==> src/rtl/vga_timing_gen.sv <==
// vga_timing_gen: 640x480@60Hz raster counters, sync/blank decode with a
// configurable alignment delay, plus frame-start pulse and frame counter.
module vga_timing_gen #(
    parameter int H_VISIBLE  = 640,
    parameter int H_FRONT    = 16,
    parameter int H_SYNC     = 96,
    parameter int H_BACK     = 48,
    parameter int V_VISIBLE  = 480,
    parameter int V_FRONT    = 10,
    parameter int V_SYNC     = 2,
    parameter int V_BACK     = 33,
    parameter int SYNC_DELAY = 2
) (
    input  logic       vga_clk,
    input  logic       reset_n,
    output logic [9:0] DrawX,
    output logic [9:0] DrawY,
    output logic       hs,
    output logic       vs,
    output logic       blank,
    output logic       frame_start,
    output logic [7:0] frame_count
);
    localparam int H_TOTAL = H_VISIBLE + H_FRONT + H_SYNC + H_BACK;
    localparam int V_TOTAL = V_VISIBLE + V_FRONT + V_SYNC + V_BACK;
    localparam logic [9:0] H_LAST = 10'(H_TOTAL - 1);
    localparam logic [9:0] V_LAST = 10'(V_TOTAL - 1);
    localparam logic [9:0] H_VIS  = 10'(H_VISIBLE);
    localparam logic [9:0] V_VIS  = 10'(V_VISIBLE);
    localparam logic [9:0] HS_BEG = 10'(H_VISIBLE + H_FRONT);
    localparam logic [9:0] HS_END = 10'(H_VISIBLE + H_FRONT + H_SYNC);
    localparam logic [9:0] VS_BEG = 10'(V_VISIBLE + V_FRONT);
    localparam logic [9:0] VS_END = 10'(V_VISIBLE + V_FRONT + V_SYNC);

    logic [9:0] r_hc, r_vc;
    logic       r_frame_start;
    logic [7:0] r_frame_count;
    logic       w_h_end, w_v_end;
    logic [2:0] w_raw;

    assign w_h_end = r_hc == H_LAST;
    assign w_v_end = r_vc == V_LAST;
    assign w_raw   = {!(r_hc >= HS_BEG && r_hc < HS_END),
                      !(r_vc >= VS_BEG && r_vc < VS_END),
                      r_hc < H_VIS && r_vc < V_VIS};

    always_ff @(posedge vga_clk or negedge reset_n) begin
        if (!reset_n) begin
            r_hc          <= '0;
            r_vc          <= '0;
            r_frame_start <= 1'b0;
            r_frame_count <= '0;
        end else begin
            r_hc          <= w_h_end ? '0 : r_hc + 10'd1;
            if (w_h_end)
                r_vc      <= w_v_end ? '0 : r_vc + 10'd1;
            // registered so the pulse lands on the (0,0) cycle after the wrap
            r_frame_start <= w_h_end && w_v_end;
            if (w_h_end && w_v_end)
                r_frame_count <= r_frame_count + 8'd1;
        end
    end

    assign DrawX       = r_hc;
    assign DrawY       = r_vc;
    assign frame_start = r_frame_start;
    assign frame_count = r_frame_count;

    if (SYNC_DELAY == 0) begin : g_nodly
        // reset forces the idle levels even though there is no register stage
        assign hs    = w_raw[2] | ~reset_n;
        assign vs    = w_raw[1] | ~reset_n;
        assign blank = w_raw[0] & reset_n;
    end else begin : g_dly
        logic [2:0] r_pipe [SYNC_DELAY];
        always_ff @(posedge vga_clk or negedge reset_n) begin
            if (!reset_n) begin
                for (int i = 0; i < SYNC_DELAY; i++)
                    r_pipe[i] <= 3'b110;
            end else begin
                r_pipe[0] <= w_raw;
                for (int i = 1; i < SYNC_DELAY; i++)
                    r_pipe[i] <= r_pipe[i-1];
            end
        end
        assign {hs, vs, blank} = r_pipe[SYNC_DELAY-1];
    end
endmodule

==> config.mk <==
export PLATFORM = sky130hd
export DESIGN_NAME = vga_timing_gen
export DESIGN_NICKNAME = d
export VERILOG_FILES = /design/src/rtl/vga_timing_gen.sv
export SDC_FILE = /design/constraint.sdc
export NUM_CORES = 1
export LEC_CHECK = 0
export CAP_MARGIN = 20
export CORE_AREA = 2 2 68 70
export CTS_CLUSTER_SIZE = 30
export DETAILED_ROUTE_END_ITERATION = 6
export DIE_AREA = 0 0 70 72
export PLACE_DENSITY = 0.62
export SLEW_MARGIN = 15
export SYNTH_ARGS = -nofsm -noshare
export SYNTH_HDL_FRONTEND = slang
export SYNTH_SLANG_ARGS = --single-unit
==> constraint.sdc <==
create_clock -name vga_clk -period 3.3 [get_ports vga_clk]
set_input_delay 0.66 -clock vga_clk [delete_from_list [all_inputs] [get_ports vga_clk]]
set_output_delay 0.66 -clock vga_clk [all_outputs]
set_load 0.02 [all_outputs]
==> Word level (Yosys, flattened, before mapping) <==
Index checks and enable logic that the tools add are counted.
{ "totals": {"register_bits": 35, "input_bits": 2, "out_inout_bits": 32, "wordCells": 25} }
{ "op_classes": {"addsub": 3, "n_lt_le_gt_ge": 6, "n_eq_ne": 2, "mux": 2, "reduce_logical": 6} }
{ "op_table": {"columns": ["op", "count"], "rows": [
  ["10-bit by 1-bit adder with 10-bit output (second input constant)", 2],
  ["10-bit == test (second input constant)", 2],
  ["10-bit less-than comparator (second input constant)", 2],
  ["10-bit by 9-bit less-than comparator with 1-bit output (second input constant)", 2],
  ["10-bit 2-to-1 mux", 2],
  ["10-bit greater-or-equal comparator (second input constant)", 1],
  ["10-bit by 9-bit greater-or-equal comparator with 1-bit output (second input constant)", 1],
  ["8-bit by 1-bit adder with 8-bit output (second input constant)", 1],
  ["1-bit logical AND", 4],
  ["1-bit logical NOT", 2]
]} }

==> Longest topological paths before layout <==
Gate-level depths: netlist of the first run.
{ "logic_depth": {"word_depth": 3, "ltp_mapped": 7} }

==> Worst setup path before layout of the first run <==
OpenSTA, ideal clock, no wires.
{ "synth_path": {"kind": "flip-flop to flip-flop", "start": "register r_hc[0], in the netlist DrawX[0]", "end": "register r_frame_count[1], in the netlist frame_count[1]", "t_arrival_ps": 1818, "t_required_ps": 3175, "path_slack_ps": 1357, "stages_incl_launch_ff": 7, "path_buffers": 1, "synth_period_minus_slack_ps": 1943, "cell_sequence": "dfrtp_1 ha_1 nand3_4 nor3_4 and2_1 buf_4 mux2_2"} }
{ "synth_via": {"elab_chain_len": 2} }
{ "synth_rtl": {"columns": ["element", "line_no", "text"], "rows": [
  ["from (decl)", "35", "logic [9:0] r_hc, r_vc;"],
  ["from (signal assigned)", "54", "r_hc <= w_h_end ? '0 : r_hc + 10'd1;"],
  ["10-bit == test", "41", "assign w_h_end = r_hc == H_LAST;"],
  ["1-bit logical AND", "59", "if (w_h_end && w_v_end)"],
  ["to (signal assigned)", "60", "r_frame_count <= r_frame_count + 8'd1;"],
  ["to (decl)", "37", "logic [7:0] r_frame_count;"]
]} }
Every way passes these cells.
A chain may end at the register's enable or synchronous reset.

==> Worst setup path in the final report of the first run <==
{ "layout_path": {"start": "register r_hc[4], in the netlist DrawX[4]", "end": "output port DrawX[4]"} }
{ "layout_rtl": {"columns": ["element", "line_no", "text"], "rows": [
  ["to (decl)", "16", "output logic [9:0] DrawX,"]
]} }
No word-level cell between the ends.

==> qor.yml, run 1 <==
timing:
  rsz0062_at_grt: "no"
  period_share: 0.6346
  worstMarginPinSlew_ns: 0.5463
  relSlewSlack: 0.6324
  fin_crit_ns: 2.094
  hold_viol_final: 0
  setup_viol: 0
  skew_ns: 0.004700
  drv_slew: 0
  timing.fmax_ghz: 0.4775
  setup_tns_ns: 0
  holdWs_ns: 0.3563
floorplan:
  ios: 34
  coreArea_um2: 4264
  die_h_um: 72
  rows: 24
  die_w_um: 70
  die-area_um2: 5040
  initial_utilization: 0.3862
detailed_routing:
  routedWlPerCell_um: 14.31
  drcViolationCount: 0
  avgViaCountPerCell: 5.177
  drtIter0Drc: 56
  postRouteAntennaNets: 0
  dr_total_vias: 1201
  detail_route.first_pass.iterations: 4
  totalWireLength_um: 3320
setup_path:
  max_stage_delay_ns: 0.66
  cp-start-kind: "register"
  cpLargestDelayFamily: "buffers and inverters"
  critPathRequiredTime_ns: 2.64
  path_cells: "clkdlybuf4s50_1"
  critPathBufInv: 1
  cp_max_fo: 8
  arrival_ns: 1.43
  crit_path_end_kind: "primary output"
  cpMaxStageDelayCell: "clkdlybuf4s50_1"
  crit_type: "register to primary output"
power_and_ir_drop:
  clockPowerShare: 0.403
  p_switching_mw: 0.1600
  total_power_mw: 0.7352
  p_comb_frac: 0.013
  vdd_ir_drop_max_mv: 0.1800
  powerDensity_nw_per_um2: 347.5
  internal_power_mw: 0.5752
  leakage_nw: 0.9142
  seqPwrFrac: 0.584
  p_sw_frac: 0.2177
placed_design:
  numPortBuffers: 33
  dp_hpwl_um: 2326
  gp_congestion: 0.7841
  dp.cells: 224
grt:
  grt_pass1_vias: 1193
  grt_usage: 0.1432
  grt_pass1_wl_um: 5727
  antenna_found_initial: 0
  grt_max_degree: 36
  grt.overflow.total: 0
clocking:
  cts-resized-gates: 0
  cts_setup_buffers: 0
  cts-buffers-inserted: 5
  clk_pin_slew_worst_paths_ns: 0.07
  clock_path_buffers: 2
  cts_tree: "done"
  cts.htree.levels: 2
  hold_buffers: 0
  cts_root_buf: "clkbuf_8"
  clkLatencyLatePin_ns: 0.28
  clock-sinks: 35
synthesis:
  synth_nets: 149
  synth_area_um2: 1647
  ys_types: 37
  ys_seq_area_frac: 0.5350
  netlist_instances: 141
  ys_ff_latch: 35
  synth_area_per_cell_um2: 11.68
  synth_warnings: 0
outcome:
  outcome: "completed"
cells_and_area:
  final_cells: 232
  mostFrequentLayoutCell: "clkdlybuf4s50_1"
  drive_above_1_share: 0.1389
  num-nets-final: 187
  diodes: 0
  syn2layout_area_growth_pct: 28.50
  layout_common_cells: "clkdlybuf4s50_1, dfrtp_1, xnor2_1"
hold_path:
  hp-class: "register to register"
flow_run:
  cap_violations: 0
[flip-flops by register name, indices dropped and copies added, names as in the netlist]
name          flops
frame_start       1
DrawY            10
DrawX            10
g_dly.r_pipe      3
blank             1
frame_count       8
vs                1
hs                1
[cell type report]
| type | count | area (um2) |
|---|---|---|
| Clock buffer | 5 | 68.82 |
| Clock inverter | 3 | 15.01 |
| Fill cell | 393 | 2148 |
| Inverter | 6 | 22.52 |
| Multi-Input combinational cell | 96 | 718.2 |
| Sequential cell | 35 | 880.8 |
| Tap cell | 52 | 65.06 |
| Timing Repair Buffer | 35 | 345.3 |
[worst paths after layout]
kind	startpoint	endpoint	slack (ns)	cells past startpoint
max	DrawX[4]	DrawX[4]	1.21	1
max reg2reg	DrawY[2]	frame_count[1]	1.44	4
min in group asynchronous	reset_n	DrawY[7]	0.78	2
min	g_dly.r_pipe[4]	vs	0.36	0
min reg2reg	g_dly.r_pipe[4]	vs	0.36	0
max in group asynchronous	reset_n	hs	2.17	2
[power groups by stage]
| stage | combinational, mW | sequential, mW | clock [mW] |
|---|---|---|---|
| floorplan | 0.000000307 | 0.437 | 0 |
| global placement | 0.0105 | 0.437 | 0 |
| detailed placement | 0.0106 | 0.437 | 0 |
| CTS | 0.0107 | 0.429 | 0.306 |
| global route | 0.0119 | 0.429 | 0.335 |
| finish | 0.00988 | 0.429 | 0.296 |
[Yosys cell counts (all sizes together)]
cell / number / area, um2
nor4b: 1 / 8.760
nor3: 3 / 26.28
o31ai: 1 / 7.510
nand4bb: 1 / 27.53
dfrtp: 31 / 775.7
ha: 6 / 75.07
nand4: 7 / 43.79
or3: 3 / 23.77
and3: 7 / 43.79
nand3b: 1 / 7.510
o21a: 1 / 7.510
nand2: 6 / 22.52
xnor2: 14 / 122.6
a21oi: 2 / 13.76
dfstp: 4 / 105.1
o211ai: 1 / 7.510
buf: 3 / 20.01
and4: 1 / 10.01
nand3: 9 / 57.56
clkbuf: 1 / 5.000
xor2: 6 / 52.55
o21ai: 5 / 25.02
nor2: 8 / 30.03
and2: 5 / 32.53
mux2: 2 / 22.52
nor4: 2 / 12.51
nand2b: 1 / 8.760
inv: 6 / 22.52
and4bb: 1 / 12.51
nand4b: 1 / 8.760
or4: 1 / 7.510
[metal layers]
layer,GRT usage,part of all wire,routed length [um],vias up
met5,0,0,0,-
met4,0.03846,0.0057,19,0
met3,0.05139,0.071,237,4
met2,0.2413,0.47,1544,45
met1,0.1763,0.46,1518,587
li1,-,-,-,565
[logic make-up (layout without fill, tap and decap cells)]
logic type	after synthesis	in the layout	share of synthesized area
AND/OR/NAND/NOR	58	58	0.2333
AO/OA/AOI/OAI	10	10	0.03723
XOR/XNOR	20	20	0.1064
buffers and inverters	10	49	0.02887
flip-flops	35	35	0.5350
multiplexers	2	2	0.01368
adder cells (fa/ha/maj)	6	6	0.04559
[through the flow]
stage / cell area (um2) / worst slack (ns) / utilization
detailed placement: 2032 / 1.459 / 0.4765
CTS: 2116 / 1.185 / 0.4962
floorplan: 1647 / 1.357 / -
global route: 2116 / 1.120 / 0.4962
global placement: 2032 / 1.503 / 0.4765
finish: 2116 / 1.206 / 0.4962
No activity file was read; power rests on OpenSTA's default activity.
==> inputs of run 2 (changes only) <==
==> constraint.sdc (replaced) <==
create_clock -name vga_clk -period 2.1 [get_ports vga_clk]
set_input_delay 0.42 -clock vga_clk [delete_from_list [all_inputs] [get_ports vga_clk]]
set_output_delay 0.42 -clock vga_clk [all_outputs]
set_load 0.02 [all_outputs]
==> qor.yml, run 2 (same netlist as run 1, synthesis figures left out) <==
power_and_ir_drop:
  powerDensity_nw_per_um2: 571.1  # +64%
  p_comb_frac: 0.013  # about the same
  p_switching_mw: 0.2498  # +56%
  seqPwrFrac: 0.550  # -0.034
  clockPowerShare: 0.437  # +0.034
  internal_power_mw: 0.9764  # +70%
  leakage_nw: 0.9289  # +1.6%
  total_power_mw: 1.226  # +67%
  p_sw_frac: 0.2037  # -0.01400
  vdd_ir_drop_max_mv: 0.3770  # +110%
setup_path:
  cp-start-kind: "register"
  arrival_ns: 1.44  # about the same
  path_cells: "clkdlybuf4s50_1"
  crit_type: "register to primary output"
  max_stage_delay_ns: 0.66  # about the same
  cpLargestDelayFamily: "buffers and inverters"
  critPathBufInv: 1  # unchanged
  cpMaxStageDelayCell: "clkdlybuf4s50_1"
  crit_path_end_kind: "primary output"
  cp_max_fo: 7  # -1
  critPathRequiredTime_ns: 1.68  # -0.96 ns
placed_design:
  dp.cells: 226  # +0.89%
  gp_congestion: 0.8046  # +2.6%
  dp_hpwl_um: 2345  # +0.81%
  dp_slack_ns: 0.2880  # -1.171 ns
  numPortBuffers: 33  # unchanged
cells_and_area:
  syn2layout_area_growth_pct: 30.40
  final_cells: 234  # +0.86%
  layout_common_cells: "clkdlybuf4s50_1, dfrtp_1, xnor2_1"
  mostFrequentLayoutCell: "clkdlybuf4s50_1"
  drive_above_1_share: 0.1429  # +0.003968
  num-nets-final: 189  # +1.1%
  diodes: 0  # unchanged
timing:
  hold_viol_final: 0  # unchanged
  setup_tns_ns: 0  # unchanged
  skew_ns: 0.008279  # +0.003579 ns
  setup_viol: 0  # unchanged
  worstMarginPinSlew_ns: 0.4426  # -0.1037 ns
  relSlewSlack: 0.7049  # +0.07249
  period_share: 0.8872
  fin_ws_ns: 0.2368  # -0.9689 ns
  drv_slew: 0  # unchanged
  timing.fmax_ghz: 0.5367
  rsz0062_at_grt: "no"
  fin_crit_ns: 1.863
clocking:
  cts.htree.levels: 2  # unchanged
  clock-sinks: 35  # unchanged
  cts-resized-gates: 0  # unchanged
  cts-buffers-inserted: 5  # unchanged
  cts_root_buf: "clkbuf_8"
  cts_setup_buffers: 0  # unchanged
  clkLatencyLatePin_ns: 0.29  # about the same
  cts_tree: "done"
  clock_path_buffers: 2  # unchanged
  clk_pin_slew_worst_paths_ns: 0.07  # about the same
  hold_buffers: 0  # unchanged
floorplan:
  rows: 24  # unchanged
  ios: 34  # unchanged
  coreArea_um2: 4264  # unchanged
  initial_utilization: 0.3862  # unchanged
  die_h_um: 72  # unchanged
  die_w_um: 70  # unchanged
  die-area_um2: 5040  # unchanged
outcome:
  outcome: "completed"
detailed_routing:
  dr_total_vias: 1172  # -2.4%
  postRouteAntennaNets: 0  # unchanged
  detail_route.first_pass.iterations: 4  # unchanged
  drtIter0Drc: 74  # +32%
  drcViolationCount: 0  # unchanged
  totalWireLength_um: 3323  # about the same
  routedWlPerCell_um: 14.20  # -0.77%
  avgViaCountPerCell: 5.009  # -3.2%
grt:
  antenna_found_initial: 0  # unchanged
  grt_pass1_wl_um: 5561  # -2.9%
  grt_usage: 0.1428  # -0.0004698
  grt_pass1_vias: 1218  # +2.1%
  grt.overflow.total: 0  # unchanged
  grt_max_degree: 36  # unchanged
flow_run:
  cap_violations: 0  # unchanged
hold_path:
  hp-class: "register to register"
==> run 2: cell types whose count changed in the layout (fill, tap and decap cells not counted), sizes merged <==
cell / change
clkbuf: +3
clkinv: -3
buf: +2
==> run 2: power groups by stage <==
stage                     Sequential (mW)  Combinational (mW)  Clock (mW)
after floorplan                     0.687         0.000000307           0
after CTS                           0.674              0.0170       0.551
after global routing                0.674              0.0188       0.580
after global placement              0.687              0.0165           0
final                               0.674              0.0155       0.536
after detailed placement            0.687              0.0168           0
==> run 2: path summary, 6_finish.rpt <==
check / start / end / slack (ns) / depth (start not counted)
min in group asynchronous: reset_n / DrawY[3] / 0.54 / 2
setup / recovery: DrawX[8] / DrawX[8] / 0.24 / 1
max in group asynchronous: reset_n / g_dly.r_pipe[5] / 1.22 / 2
setup reg to reg: DrawX[0] / DrawY[4] / 0.28 / 5
hold / removal: g_dly.r_pipe[3] / blank / 0.35 / 0
hold reg to reg: g_dly.r_pipe[3] / blank / 0.35 / 0
==> run 2: metrics by stage <==
stage / cell area (um2) / util / hold WS [ns]
detailed placement: 2047 / 0.4800 / 0.3347
finish: 2147 / 0.5035 / 0.3481
global route: 2147 / 0.5035 / 0.3638
floorplan: 1647 / - / 0.1244
global placement: 2047 / 0.4800 / 0.3319
CTS: 2147 / 0.5035 / 0.3504
==> run 2: layout make-up <==
| class | instances | area, um2 |
|---|---|---|
| Fill cell | 374 | 2117 |
| Sequential cell | 35 | 880.8 |
| Multi-Input combinational cell | 96 | 718.2 |
| Timing Repair Buffer | 37 | 360.3 |
| Clock buffer | 8 | 100.1 |
| Tap cell | 52 | 65.06 |
| Inverter | 6 | 22.52 |
==> run 2: per-layer routing <==
layer  GRT usage  part of all wire
met5           0                 0
met4     0.07265             0.021
met3     0.03889             0.046
met2      0.2349              0.46
met1      0.1738              0.47
